**config.mk**
```make
export PLATFORM = sky130hd
export DESIGN_NAME = neuron_bank_rotator
export DESIGN_NICKNAME = d
export VERILOG_FILES = /design/src/rtl/neuron_bank_rotator.sv
export SDC_FILE = /design/constraint.sdc
export NUM_CORES = 1
export LEC_CHECK = 0
export ABC_AREA = 1
export ABC_CLOCK_PERIOD_IN_PS = 2900
export BUFFER_PORTS_ARGS = -buffer_cell sky130_fd_sc_hd__buf_2
export CAP_MARGIN = 40
export CORE_AREA = 2 2 232 234
export DETAILED_ROUTE_END_ITERATION = 10
export DIE_AREA = 0 0 234 236
export HOLD_SLACK_MARGIN = 0.06
export PLACE_DENSITY = 0.4
export SYNTH_ARGS = -nofsm -noshare
export SYNTH_HDL_FRONTEND = slang
export SYNTH_SLANG_ARGS = --single-unit
```
**constraint.sdc**
```tcl
create_clock -name clk -period 2.9 [get_ports clk]
set_input_delay 0.29 -clock clk [delete_from_list [all_inputs] [get_ports clk]]
set_output_delay 0.29 -clock clk [all_outputs]
set_load 0.005 [all_outputs]
```
**src/rtl/neuron_bank_rotator.sv**
```systemverilog
// -----------------------------------------------------------------------------
// neuron_bank_rotator
//
// Manages a ring of BANKS neuron buffer banks. One bank is the read bank. It
// feeds the conv unit and the host IO port. The next bank in the ring is the
// write bank. It takes pool-unit rows and supplies the conv unit's partial
// sums. At a layer boundary the roles rotate one step around the ring. The
// rotation runs through a drain/commit handshake, so an in-flight pool row
// always lands in the bank that was the write bank when the row was accepted.
//
// Ports
//   clk, rst_n     clock (rising edge), asynchronous active-low reset
//   swap_req       level request to rotate roles, held until swap_ack
//   swap_ack       one-cycle pulse in the cycle the rotation commits
//   busy           high while draining or committing
//   rd_bank        current read bank index
//   wr_bank        current write bank index, (rd_bank+1) mod BANKS
//   swap_count     committed rotations, wraps 255 -> 0
//   rd_addr        read-side row address
//   wr_addr        write-side row address, sampled together with pool_valid
//   bank_addr      per-bank row address, bank k in slice k
//   bank_rd_data   per-bank row read data
//   bank_wr_data   per-bank row write data
//   bank_wr_en     per-bank write strobe
//   pool_data      pool-unit output row
//   pool_valid     pool row valid
//   pool_ready     pool row accepted when pool_valid & pool_ready
//   conv_nbuff     read bank row to the conv unit
//   conv_psum      write bank row to the conv unit (partial sums)
//   io_in          host IO command/data
//   io_in_bank     io_in routed to the read bank, other slices zero
//   io_out_bank    per-bank IO read data
//   io_out         registered IO read data of the read bank
// -----------------------------------------------------------------------------
module neuron_bank_rotator #(
    parameter int BANKS = 2,
    parameter int depth = 2,
    parameter int D     = 1 << depth,
    parameter int W     = 16,
    parameter int A     = 7,
    parameter int BI    = (BANKS > 2) ? 2 : 1
) (
    input  logic                        clk,
    input  logic                        rst_n,

    input  logic                        swap_req,
    output logic                        swap_ack,
    output logic                        busy,
    output logic [BI-1:0]               rd_bank,
    output logic [BI-1:0]               wr_bank,
    output logic [7:0]                  swap_count,

    input  logic [A-1:0]                rd_addr,
    input  logic [A-1:0]                wr_addr,
    output logic [BANKS*A-1:0]          bank_addr,
    input  logic [BANKS*W*D-1:0]        bank_rd_data,
    output logic [BANKS*W*D-1:0]        bank_wr_data,
    output logic [BANKS-1:0]            bank_wr_en,

    input  logic [W*D-1:0]              pool_data,
    input  logic                        pool_valid,
    output logic                        pool_ready,

    output logic [W*D-1:0]              conv_nbuff,
    output logic [W*D-1:0]              conv_psum,

    input  logic [W+depth+1:0]          io_in,
    output logic [BANKS*(W+depth+2)-1:0] io_in_bank,
    input  logic [BANKS*W-1:0]          io_out_bank,
    output logic [W-1:0]                io_out
);

    localparam int RW  = W * D;          // row width
    localparam int IOW = W + depth + 2;  // IO command width

    typedef enum logic [1:0] {
        IDLE   = 2'd0,
        DRAIN  = 2'd1,
        COMMIT = 2'd2
    } state_t;

    state_t state, state_nxt;

    logic          accept;
    logic          stage_valid;
    logic [RW-1:0] stage_data;
    logic [A-1:0]  stage_addr;
    logic [BI-1:0] stage_bank;
    logic [W-1:0]  io_sel;

    // Rows are only taken in IDLE, so acceptance depends on state alone.
    assign accept  = pool_valid && (state == IDLE);
    assign wr_bank = (rd_bank == BI'(BANKS - 1)) ? '0 : rd_bank + BI'(1);

    // ------------------------------------------------------------------
    // Swap FSM
    // ------------------------------------------------------------------
    // NOTE: sequential state uses non-blocking assignments so every register
    // samples pre-edge values regardless of block ordering.
    always_ff @(posedge clk or negedge rst_n) begin
        if (!rst_n) begin
            state <= IDLE;
        end else begin
            state <= state_nxt;
        end
    end

    // NOTE: every output of this block gets a default first, so no path can
    // leave a value unassigned and infer a latch.
    always_comb begin
        state_nxt  = state;
        pool_ready = 1'b0;
        swap_ack   = 1'b0;
        busy       = 1'b0;
        unique case (state)
            IDLE: begin
                pool_ready = 1'b1;
                if (swap_req) begin
                    state_nxt = DRAIN;
                end
            end
            DRAIN: begin
                busy = 1'b1;
                // A row held in the stage is written on the edge that ends
                // this cycle. The stage is empty after that edge unless a new
                // row is accepted now, and no row can be accepted outside IDLE.
                if (!accept) begin
                    state_nxt = COMMIT;
                end
            end
            COMMIT: begin
                busy      = 1'b1;
                swap_ack  = 1'b1;
                state_nxt = IDLE;
            end
            default: state_nxt = IDLE;
        endcase
    end

    // Role rotation and swap counter advance on the edge that ends COMMIT.
    always_ff @(posedge clk or negedge rst_n) begin
        if (!rst_n) begin
            rd_bank    <= '0;
            swap_count <= '0;
        end else if (state == COMMIT) begin
            rd_bank    <= wr_bank;
            swap_count <= swap_count + 8'd1;
        end
    end

    // ------------------------------------------------------------------
    // Write stage: one register deep
    // ------------------------------------------------------------------
    always_ff @(posedge clk or negedge rst_n) begin
        if (!rst_n) begin
            stage_valid <= 1'b0;
        end else begin
            stage_valid <= accept;
        end
    end

    // NOTE: the payload needs no reset. Every use of it is gated by
    // stage_valid, and resetting wide data only adds reset routing.
    always_ff @(posedge clk) begin
        if (accept) begin
            stage_data <= pool_data;
            stage_addr <= wr_addr;
            stage_bank <= wr_bank;
        end
    end

    // ------------------------------------------------------------------
    // Bank routing: addresses, conv rows, IO, write strobes
    // ------------------------------------------------------------------
    always_comb begin
        bank_addr    = '0;
        bank_wr_data = '0;
        bank_wr_en   = '0;
        io_in_bank   = '0;
        conv_nbuff   = '0;
        conv_psum    = '0;
        io_sel       = '0;
        for (int k = 0; k < BANKS; k++) begin
            if (BI'(k) == rd_bank) begin
                bank_addr[k*A +: A]      = rd_addr;
                conv_nbuff               = bank_rd_data[k*RW +: RW];
                io_in_bank[k*IOW +: IOW] = io_in;
                io_sel                   = io_out_bank[k*W +: W];
            end
            if (BI'(k) == wr_bank) begin
                bank_addr[k*A +: A] = stage_valid ? stage_addr : wr_addr;
                conv_psum           = bank_rd_data[k*RW +: RW];
            end
            if (stage_valid && (BI'(k) == stage_bank)) begin
                bank_wr_en[k]             = 1'b1;
                bank_wr_data[k*RW +: RW]  = stage_data;
            end
        end
    end

    always_ff @(posedge clk or negedge rst_n) begin
        if (!rst_n) begin
            io_out <= '0;
        end else begin
            io_out <= io_sel;
        end
    end

endmodule

```
==> impl_metrics.toml, run 1 <==
[run_status]
status = "completed"

[global_routing]
grt_pass1_vias = 7513
grt_overflow = 0
grt_pass1_wl_um = 43000
grt_max_degree = 136
antenna_found_initial = 7
grtUsageTotal = 0.105

[synth]
yosysWarnings = 0
async_flop_share = 0.280
synth-seq-cells = 100
yosysTopAreaCell = "edfxtp_1"
ys_types = 19
seq_area_frac_synth = 0.456
synth_top_area_frac = 0.345
synth_mux_area_frac = 0.00180
synth_xor_area_frac = 0.00838
synthTopCellsByCount = "nand2_1, inv_1, nor2_1"
synthMostInstantiatedCell = "nand2_1"
synth_edf_count = 72
synthCells = 891
synth_top_family_by_area = "simple AND/OR/NAND/NOR gates"
synth_adder_area_share = 0.00798
ys.flop_type = "edfxtp_1"
avgSynthCellArea_um2 = 7.04
synthesis.area_um2 = 6270
synth-compound-area-share = 0.120
syn-num-nets = 1157
synth-simple-area-share = 0.239
synth_area_leaders = "edfxtp_1, nand2_1, o21ai_0, dfrtp_1, inv_1"

[flow_run]
drv_cap = 0

[clock_network]
clock_path_buffers = 2
cts_hold_buf = 32
clock_sinks = 100
clk_pin_slew_ps = 90
cts_tree = "done"
cts.htree.levels = 3
clkLatencyLatePin_ps = 380
root_buffer = "clkbuf_16"
ctsResizeCount = 0
cts_buffers = 9
cts_setup_buffers = 0

[power_and_ir_drop]
cellLeakagePower_nw = 6.21
ir_drop_mv = 0.779
power_density_nw_per_um2 = 732
power_w = 0.00779

[sta]
skew_ps = 16.0
min_period_over_period = 0.796
tightest_slew_ps = 661
rsz0062_at_grt = "false"
finalSetupViolations = 0
tns_ps = 0
drv_slew = 0
finalCriticalPeriod_ps = 2310
maxSlewHeadroom = 0.559
max_freq_ghz = 0.433
hold_violations = 0

[routing]
ant_nets = 0
drc_errors = 0
drt_first_pass_iters = 5
wl_um = 30500
wl_per_cell_um = 13.9
viasPerCell = 3.54
drt_iter0_markers = 324
vias = 7793

[floorplanning]
die-width_um = 234
core-area_um2 = 53100
die_area_um2 = 55200
top_level_ports = 603
die-height_um = 236
initial_utilization = 0.118
placementRows = 85

[cells_and_area]
multiInputGateArea_um2 = 2370
nets = 1766
fillers = 6057
seqCellArea_um2 = 2870
drive_above_1_share = 0.431
syn2layout_area_growth_pct = 69.7

[place]
dp.final_hpwl_um = 25500
io_buffers = 602
gp_congestion = 0.919

[critical_path]
critical_path_arrival_ps = 2020
worst_ep_required_time_ps = 2610
cpPeakStageDelay_ps = 510
startpoint_type = "flop"
cp-end-kind = "output pin"
path_cells = "inv_4 > buf_4 > nand2_1 > o21ai_0 > buf_2"
path_class = "flop to output pin"
path_max_fanout = 52
crit_slowest_cell = "dfrtp_4"

[min_path]
hold_class = "input pin to flop"
## per-layer routing
metal  GRT usage  routed length, um  vias to the layer above  share of wire
met5           0                  0                        -              0
met2       0.199              15700                      414           0.52
met3      0.0303               2560                       37          0.084
met1       0.108              11500                     3440           0.38
li1            -                  -                     3902              -
met4      0.0382                772                        0          0.025
## flip-flops by register name, indices dropped and copies added, names as in the netlist
name / flops
stage_data: 64
swap_count: 8
stage_addr: 7
stage_bank: 1
state: 2
rd_bank: 1
stage_valid: 1
io_out: 16
## layout make-up
class / instances / area share
Multi-Input combinational cell: 553 / 0.223
Clock buffer: 10 / 0.0215
Tap cell: 696 / 0.0818
Clock inverter: 6 / 0.00564
Antenna cell: 3 / 0.000705
Sequential cell: 100 / 0.269
Timing Repair Buffer: 651 / 0.332
Inverter: 185 / 0.0658
## power by group
group / internal [W] / switching (W)
clock network: 0.000601 / 0.000610
logic: 0.00180 / 0.00269
registers: 0.00196 / 0.000145
total: 0.00435 / 0.00344
## through the flow
step | cell area (um2) | hold slack (ps) | setup slack, ps | cells | util
floorplan | 6270 | -5.59 | 337 | 891 | -
global placement | 10000 | 468 | 909 | 2152 | 0.189
detailed placement | 10000 | 221 | 914 | 2153 | 0.189
CTS | 10600 | 60.4 | 454 | 2201 | 0.200
global route | 10600 | 63.6 | 344 | 2203 | 0.200
finish | 10600 | 92.5 | 593 | 2204 | 0.201
## path summary, 6_finish.rpt
kind	slack, ps	startpoint	endpoint	cells after the start
hold reg to reg	520	swap_count[5]	swap_count[5]	1
setup reg to reg	1110	state[0]	stage_data[50]	6
max in group asynchronous	2080	rst_n	stage_valid	3
setup / recovery	590	rd_bank	conv_nbuff[26]	5
hold / removal	90	io_out_bank[10]	io_out[10]	3
min in group asynchronous	340	rst_n	io_out[2]	2
## critical path, delay by kind of cell (launching register included)
kind,cells,cell delay (ps)
buffers and inverters,3,920
AO/OA/AOI/OAI,1,80
flip-flops,1,510
AND/OR/NAND/NOR,1,60
## cells by family after synthesis
group	count (synthesis)
and+or+nand+nor	391
buffers and inverters	238
AOI/OAI and AO/OA	151
DFF	100
xor gates and xnor gates	6
adders and majority gates	4
muxes	1
## cells in the final DEF, fill, tap and decap left out, drive strengths merged
master       Yosys  routed
nand2          226     226
clkinvlp         0       2
mux2             1       1
a21oi            1       1
o21ai          150     150
xor2             6       6
edfxtp          72      72
buf             40     619
nand3            6       6
or2              7       7
inv            185     186
ha               4       4
clkbuf          13      10
clkinv           0       3
dlygate4sd3      0      32
nor2           152     152
dfrtp           28      28
diode            0       3
No activity file was read; power rests on OpenSTA's default activity.
==> inputs of run 2 (changes only) <==
Settings changed: ABC_AREA 1 to 0, ABC_CLOCK_PERIOD_IN_PS 2900 to 2200, CORE_AREA 2 2 232 234 to 2 2 233 235, DIE_AREA 0 0 234 236 to 0 0 235 237.
Clock period 2.9 ns to 2.2 ns, I/O delays scaled along.
==> impl_metrics.toml, run 2 <==
[run_status]
status = "completed"

[critical_path]
path_max_fanout = 47
cpPeakStageDelay_ps = 470
critical_path_arrival_ps = 1870
path_cells = "buf_12 > mux2_2 > mux2_2 > buf_2"
cp_common_cell = "mux2_2"
crit_slowest_cell = "dfrtp_2"
startpoint_type = "flop"
path_class = "flop to output pin"
cp-end-kind = "output pin"
worst_ep_required_time_ps = 1980
reg2reg_depth = 4

[synth]
synthesis.area_um2 = 6520
synthMostInstantiatedCell = "mux2_2"
avgSynthCellArea_um2 = 12.3
ys.flop_type = "edfxtp_1"
yosysTopAreaCell = "edfxtp_1"
synth_top_area_frac = 0.332
synth_edf_count = 72
synth_area_leaders = "edfxtp_1, mux2_2, mux2_4, dfrtp_1, and2_1"
async_flop_share = 0.280
synthCells = 528
ys_types = 26
synthTopCellsByCount = "mux2_2, and2_1, edfxtp_1"
synth-seq-cells = 100
yosysWarnings = 0
seq_area_frac_synth = 0.439
syn-num-nets = 794

[global_routing]
antenna_found_initial = 2
grtUsageTotal = 0.0987
grt_use_met2 = 0.189
met3_usage = 0.0354
grt_overflow = 0
top_usage_layer = "met2"
grt.met1_usage = 0.0908
grt_pass1_vias = 7073
grt_pass1_wl_um = 41600
grt_max_degree = 66

[floorplanning]
top_level_ports = 603
initial_utilization = 0.122
core-area_um2 = 53300
die-height_um = 237
die-width_um = 235
placementRows = 85
die_area_um2 = 55700

[sta]
finalSetupViolations = 0
finalCriticalPeriod_ps = 2090
fin_hold_ws_ps = 97.0
max_freq_ghz = 0.478
tightest_slew_ps = 671
drv_slew = 0
skew_ps = 17.9
hold_violations = 0
min_period_over_period = 0.950
rsz0062_at_grt = "false"
maxSlewHeadroom = 0.552
tns_ps = 0

[clock_network]
clock_path_buffers = 2
cts.htree.levels = 3
root_buffer = "clkbuf_16"
clkLatencyLatePin_ps = 380
clk_pin_slew_ps = 80
clock_sinks = 100
cts_buffers = 9
cts_tree = "done"

[routing]
drt_iter0_markers = 116
wl_per_cell_um = 15.1
viasPerCell = 3.58
ant_nets = 0
wl_um = 29000
vias = 6894
drc_errors = 0
drt_first_pass_iters = 4

[place]
gp_congestion = 0.843
io_buffers = 602
placed_cells = 1805
dp.final_hpwl_um = 24100

[power_and_ir_drop]
power_density_nw_per_um2 = 919
cellLeakagePower_nw = 5.99
ir_drop_mv = 0.446
power_w = 0.0107

[min_path]
holdPathStages = 2
hold_class = "input pin to flop"

[cells_and_area]
largest_reg_flops = 64
regMostFlops = "stage_data"
instances_no_fill = 1925
final_common_cell = "buf_2"
mostFrequentLayoutCells = "buf_2, dlygate4sd3_1, mux2_2"
fin_util = 0.219
reg.largest.list = "stage_data x64, io_out x16, swap_count x8"
drive_above_1_share = 0.650
syn2layout_area_growth_pct = 79.1
nets = 1489

[flow_run]
drv_cap = 0
run 2: changes by cell type after synthesis, sizes merged, moves of 3 or more:
cell | before | now
mux2i | 0 | 6
buf | 40 | 33
xnor2 | 0 | 3
nor2b | 0 | 21
nor2 | 152 | 17
nand2 | 226 | 5
nand3 | 6 | 0
a21oi | 1 | 14
mux2 | 1 | 147
o21ai | 150 | 0
inv | 185 | 4
and3 | 0 | 64
or2 | 7 | 0
and2 | 0 | 86
run 2: report_power, final:
| part | total (W) | internal, W | switching (W) | leakage, nW |
|---|---|---|---|---|
| combinational | 0.00634 | 0.00340 | 0.00294 | 4.84 |
| clock | 0.00156 | 0.000791 | 0.000764 | 0.141 |
| sequential | 0.00284 | 0.00256 | 0.000277 | 1.01 |
run 2: cell type report:
cell class / count / area (um2)
Clock inverter: 6 / 57.6
Tap cell: 696 / 871
Multi-Input combinational cell: 378 / 3330
Sequential cell: 100 / 2870
Fill cell: 5828 / 41600
Timing Repair Buffer: 730 / 4310
Inverter: 4 / 15.0
Antenna cell: 1 / 2.50
Clock buffer: 10 / 229
run 2: what timing repair did:
item	in CTS	in global routing
hold buffers	100	0
gates cloned	0	0
resized for setup	1	2
hold endpoints to repair	114	0
buffers inserted	0	3
endpoints found under the setup margin	3	30
run 2: routing by layer:
layer  wire (um)  part of all wire
met1        9850              0.34
met2       15400              0.53
met3        2500             0.086
met4        1240             0.043
met5           0                 0
run 2: critical path: cells and delay by family (launching register included):
family   cells  cell delay, ps
buf+inv      2             350
mux          2             660
flops        1             470
run 2: cell families (layout without fill, tap and decap cells):
kind of cell	after synthesis	in the layout	synth area share
fa+ha+maj	4	4	0.00768
other cells	0	1	0
flops	100	100	0.439
compound gates	15	15	0.0117
mux	153	153	0.295
buf+inv	50	750	0.0514
xor+xnor	8	8	0.0107
simple gates	198	198	0.184
run 2: per-stage QoR:
stage / instance area [um2] / setup WS (ps)
2_1_floorplan: 6520 / 153
3_3_place_gp: 10400 / 462
3_5_place_dp: 10400 / 426
4_1_cts: 11600 / 2.05
5_1_grt: 11700 / 7.03
6_report: 11700 / 110
run 2: worst paths after layout:
kind                                 startpoint            end  slack [ps]
worst max register to register          rd_bank      io_out[0]         200
max in group asynchronous                 rst_n        rd_bank        1270
worst max-delay path                stage_valid  bank_addr[13]         110
min in group asynchronous                 rst_n       state[0]         420
worst min-delay path            io_out_bank[11]     io_out[11]         100
worst min register to register    swap_count[7]  swap_count[7]         470
==> inputs of run 3 (changes only) <==
Settings changed: PLACE_DENSITY 0.4 to 0.39.
==> impl_metrics.toml, run 3 (synthesis results as in run 2) <==
[run_status]
status = "completed"

[routing]
viasPerCell = 3.50
drt_iter0_markers = 126
ant_nets = 0
vias = 6740
drt_first_pass_iters = 4
wl_per_cell_um = 14.8
drc_errors = 0
wl_um = 28500

[critical_path]
critPathTopFamily = "buffers and inverters"
cpPeakStageDelay_ps = 450
r2r_start = "rd_bank"
cp_common_cell = "buf_12"
crit_slowest_cell = "dfrtp_4"
worst_ep_required_time_ps = 1980
startpoint_type = "flop"
cp-startpoint = "rd_bank"
cp-end-kind = "output pin"
worst-path-buf-inv = 3
path_class = "flop to output pin"
path_cells = "buf_12 > buf_12 > mux2_2 > buf_2"
critical_path_arrival_ps = 1860
path_max_fanout = 36

[sta]
fin_hold_ws_ps = 99.4
skew_ps = 10.3
finalSetupViolations = 0
maxSlewHeadroom = 0.525
finalCriticalPeriod_ps = 2080
drv_slew = 0
tightest_slew_ps = 713
rsz0062_at_grt = "false"
hold_violations = 0
max_freq_ghz = 0.481
setup_ws_ps = 122
min_period_over_period = 0.945
tns_ps = 0

[place]
placed_cells = 1808
gp_congestion = 0.802
dp.final_hpwl_um = 22900
io_buffers = 602
post-place-ws_ps = 485

[cells_and_area]
syn2layout_area_growth_pct = 78.6
nets = 1487
regMostFlops = "stage_data"
largest_reg_flops = 64
instances_no_fill = 1925
multiInputGateArea_um2 = 3320
reg.largest.list = "stage_data x64, io_out x16, swap_count x8"
seqCellArea_um2 = 2870
fillers = 5844
mostFrequentLayoutCells = "buf_2, dlygate4sd3_1, mux2_2"
final_common_cell = "buf_2"
drive_above_1_share = 0.650

[clock_network]
root_buffer = "clkbuf_16"
cts_buffers = 9
cts.htree.levels = 3
clkLatencyLatePin_ps = 370
clock_path_buffers = 2
cts_tree = "done"
clock_sinks = 100
clk_pin_slew_ps = 80

[floorplanning]
top_level_ports = 603
die-width_um = 235
placementRows = 85
core-area_um2 = 53300
die_area_um2 = 55700
initial_utilization = 0.122
die-height_um = 237

[min_path]
hold_class = "input pin to flop"
hp-start = "io_out_bank[6]"

[global_routing]
grt_pass1_wl_um = 41300
antenna_found_initial = 3
grt_pass1_vias = 6963
grtUsageTotal = 0.0972
grt_overflow = 0
grt_max_degree = 66

[power_and_ir_drop]
power_w = 0.0107
ir_drop_mv = 0.447
cellLeakagePower_nw = 5.98
power_density_nw_per_um2 = 923

[flow_run]
drv_cap = 0
[run 3: cell count changes in the layout (fill, tap and decap cells not counted), sizes merged]
cell | previous run | this run
diode | 1 | 3
dlygate4sd3 | 100 | 98
clkbuf | 10 | 9
clkinv | 4 | 3
clkinvlp | 0 | 1
inv | 6 | 7
[run 3: worst reg2reg max path: stages (launching register included)]
cell and delay (ps):
dfrtp_4 450, buf_12 230, buf_4 280, mux2_2 350
dlygate4sd3_1 560
[run 3: what timing repair did]
item / in CTS / in global routing
hold endpoints to repair: 113 / 0
endpoints found under the setup margin: 0 / 4
setup buffers: 0 / 0
resized for setup: 0 / 1
hold buffers: 98 / 0
[run 3: worst paths after layout]
kind                                  to  slack, ps  cells after the start
setup / recovery           conv_psum[38]        120                      4
hold / removal                 io_out[6]        100                      2
hold reg to reg            swap_count[7]        470                      1
min in group asynchronous        rd_bank        430                      2
max in group asynchronous        rd_bank       1250                      2
setup reg to reg               io_out[7]        210                      4
[run 3: area by class of cell]
| type | instances | share of cell area |
|---|---|---|
| flip-flops and latches | 100 | 0.246 |
| repair buffers | 728 | 0.366 |
| clock inverters | 7 | 0.00623 |
| diodes | 3 | 0.000645 |
| clock buffers | 9 | 0.0193 |
| multi-input cells | 378 | 0.285 |
| well taps | 696 | 0.0748 |
| inverters | 4 | 0.00129 |
[run 3: per-stage QoR]
| stage | utilization | instance area [um2] |
|---|---|---|
| 2_1_floorplan | - | 6520 |
| 3_3_place_gp | 0.194 | 10300 |
| 3_5_place_dp | 0.194 | 10300 |
| 4_1_cts | 0.218 | 11600 |
| 5_1_grt | 0.218 | 11600 |
| 6_report | 0.218 | 11600 |
[run 3: routing by layer]
| layer | share of wire | track usage | vias to the layer above |
|---|---|---|---|
| met5 | 0 | 0 | - |
| met4 | 0.029 | 0.0393 | 0 |
| met3 | 0.073 | 0.0280 | 31 |
| met2 | 0.52 | 0.182 | 382 |
| met1 | 0.37 | 0.101 | 3065 |
| li1 | - | - | 3262 |
[run 3: power breakdown]
group          switching, W  total, W  internal, W
Sequential         0.000258   0.00282      0.00256
Combinational       0.00290   0.00627      0.00336
Clock              0.000852   0.00165     0.000801
Total               0.00401    0.0107      0.00672
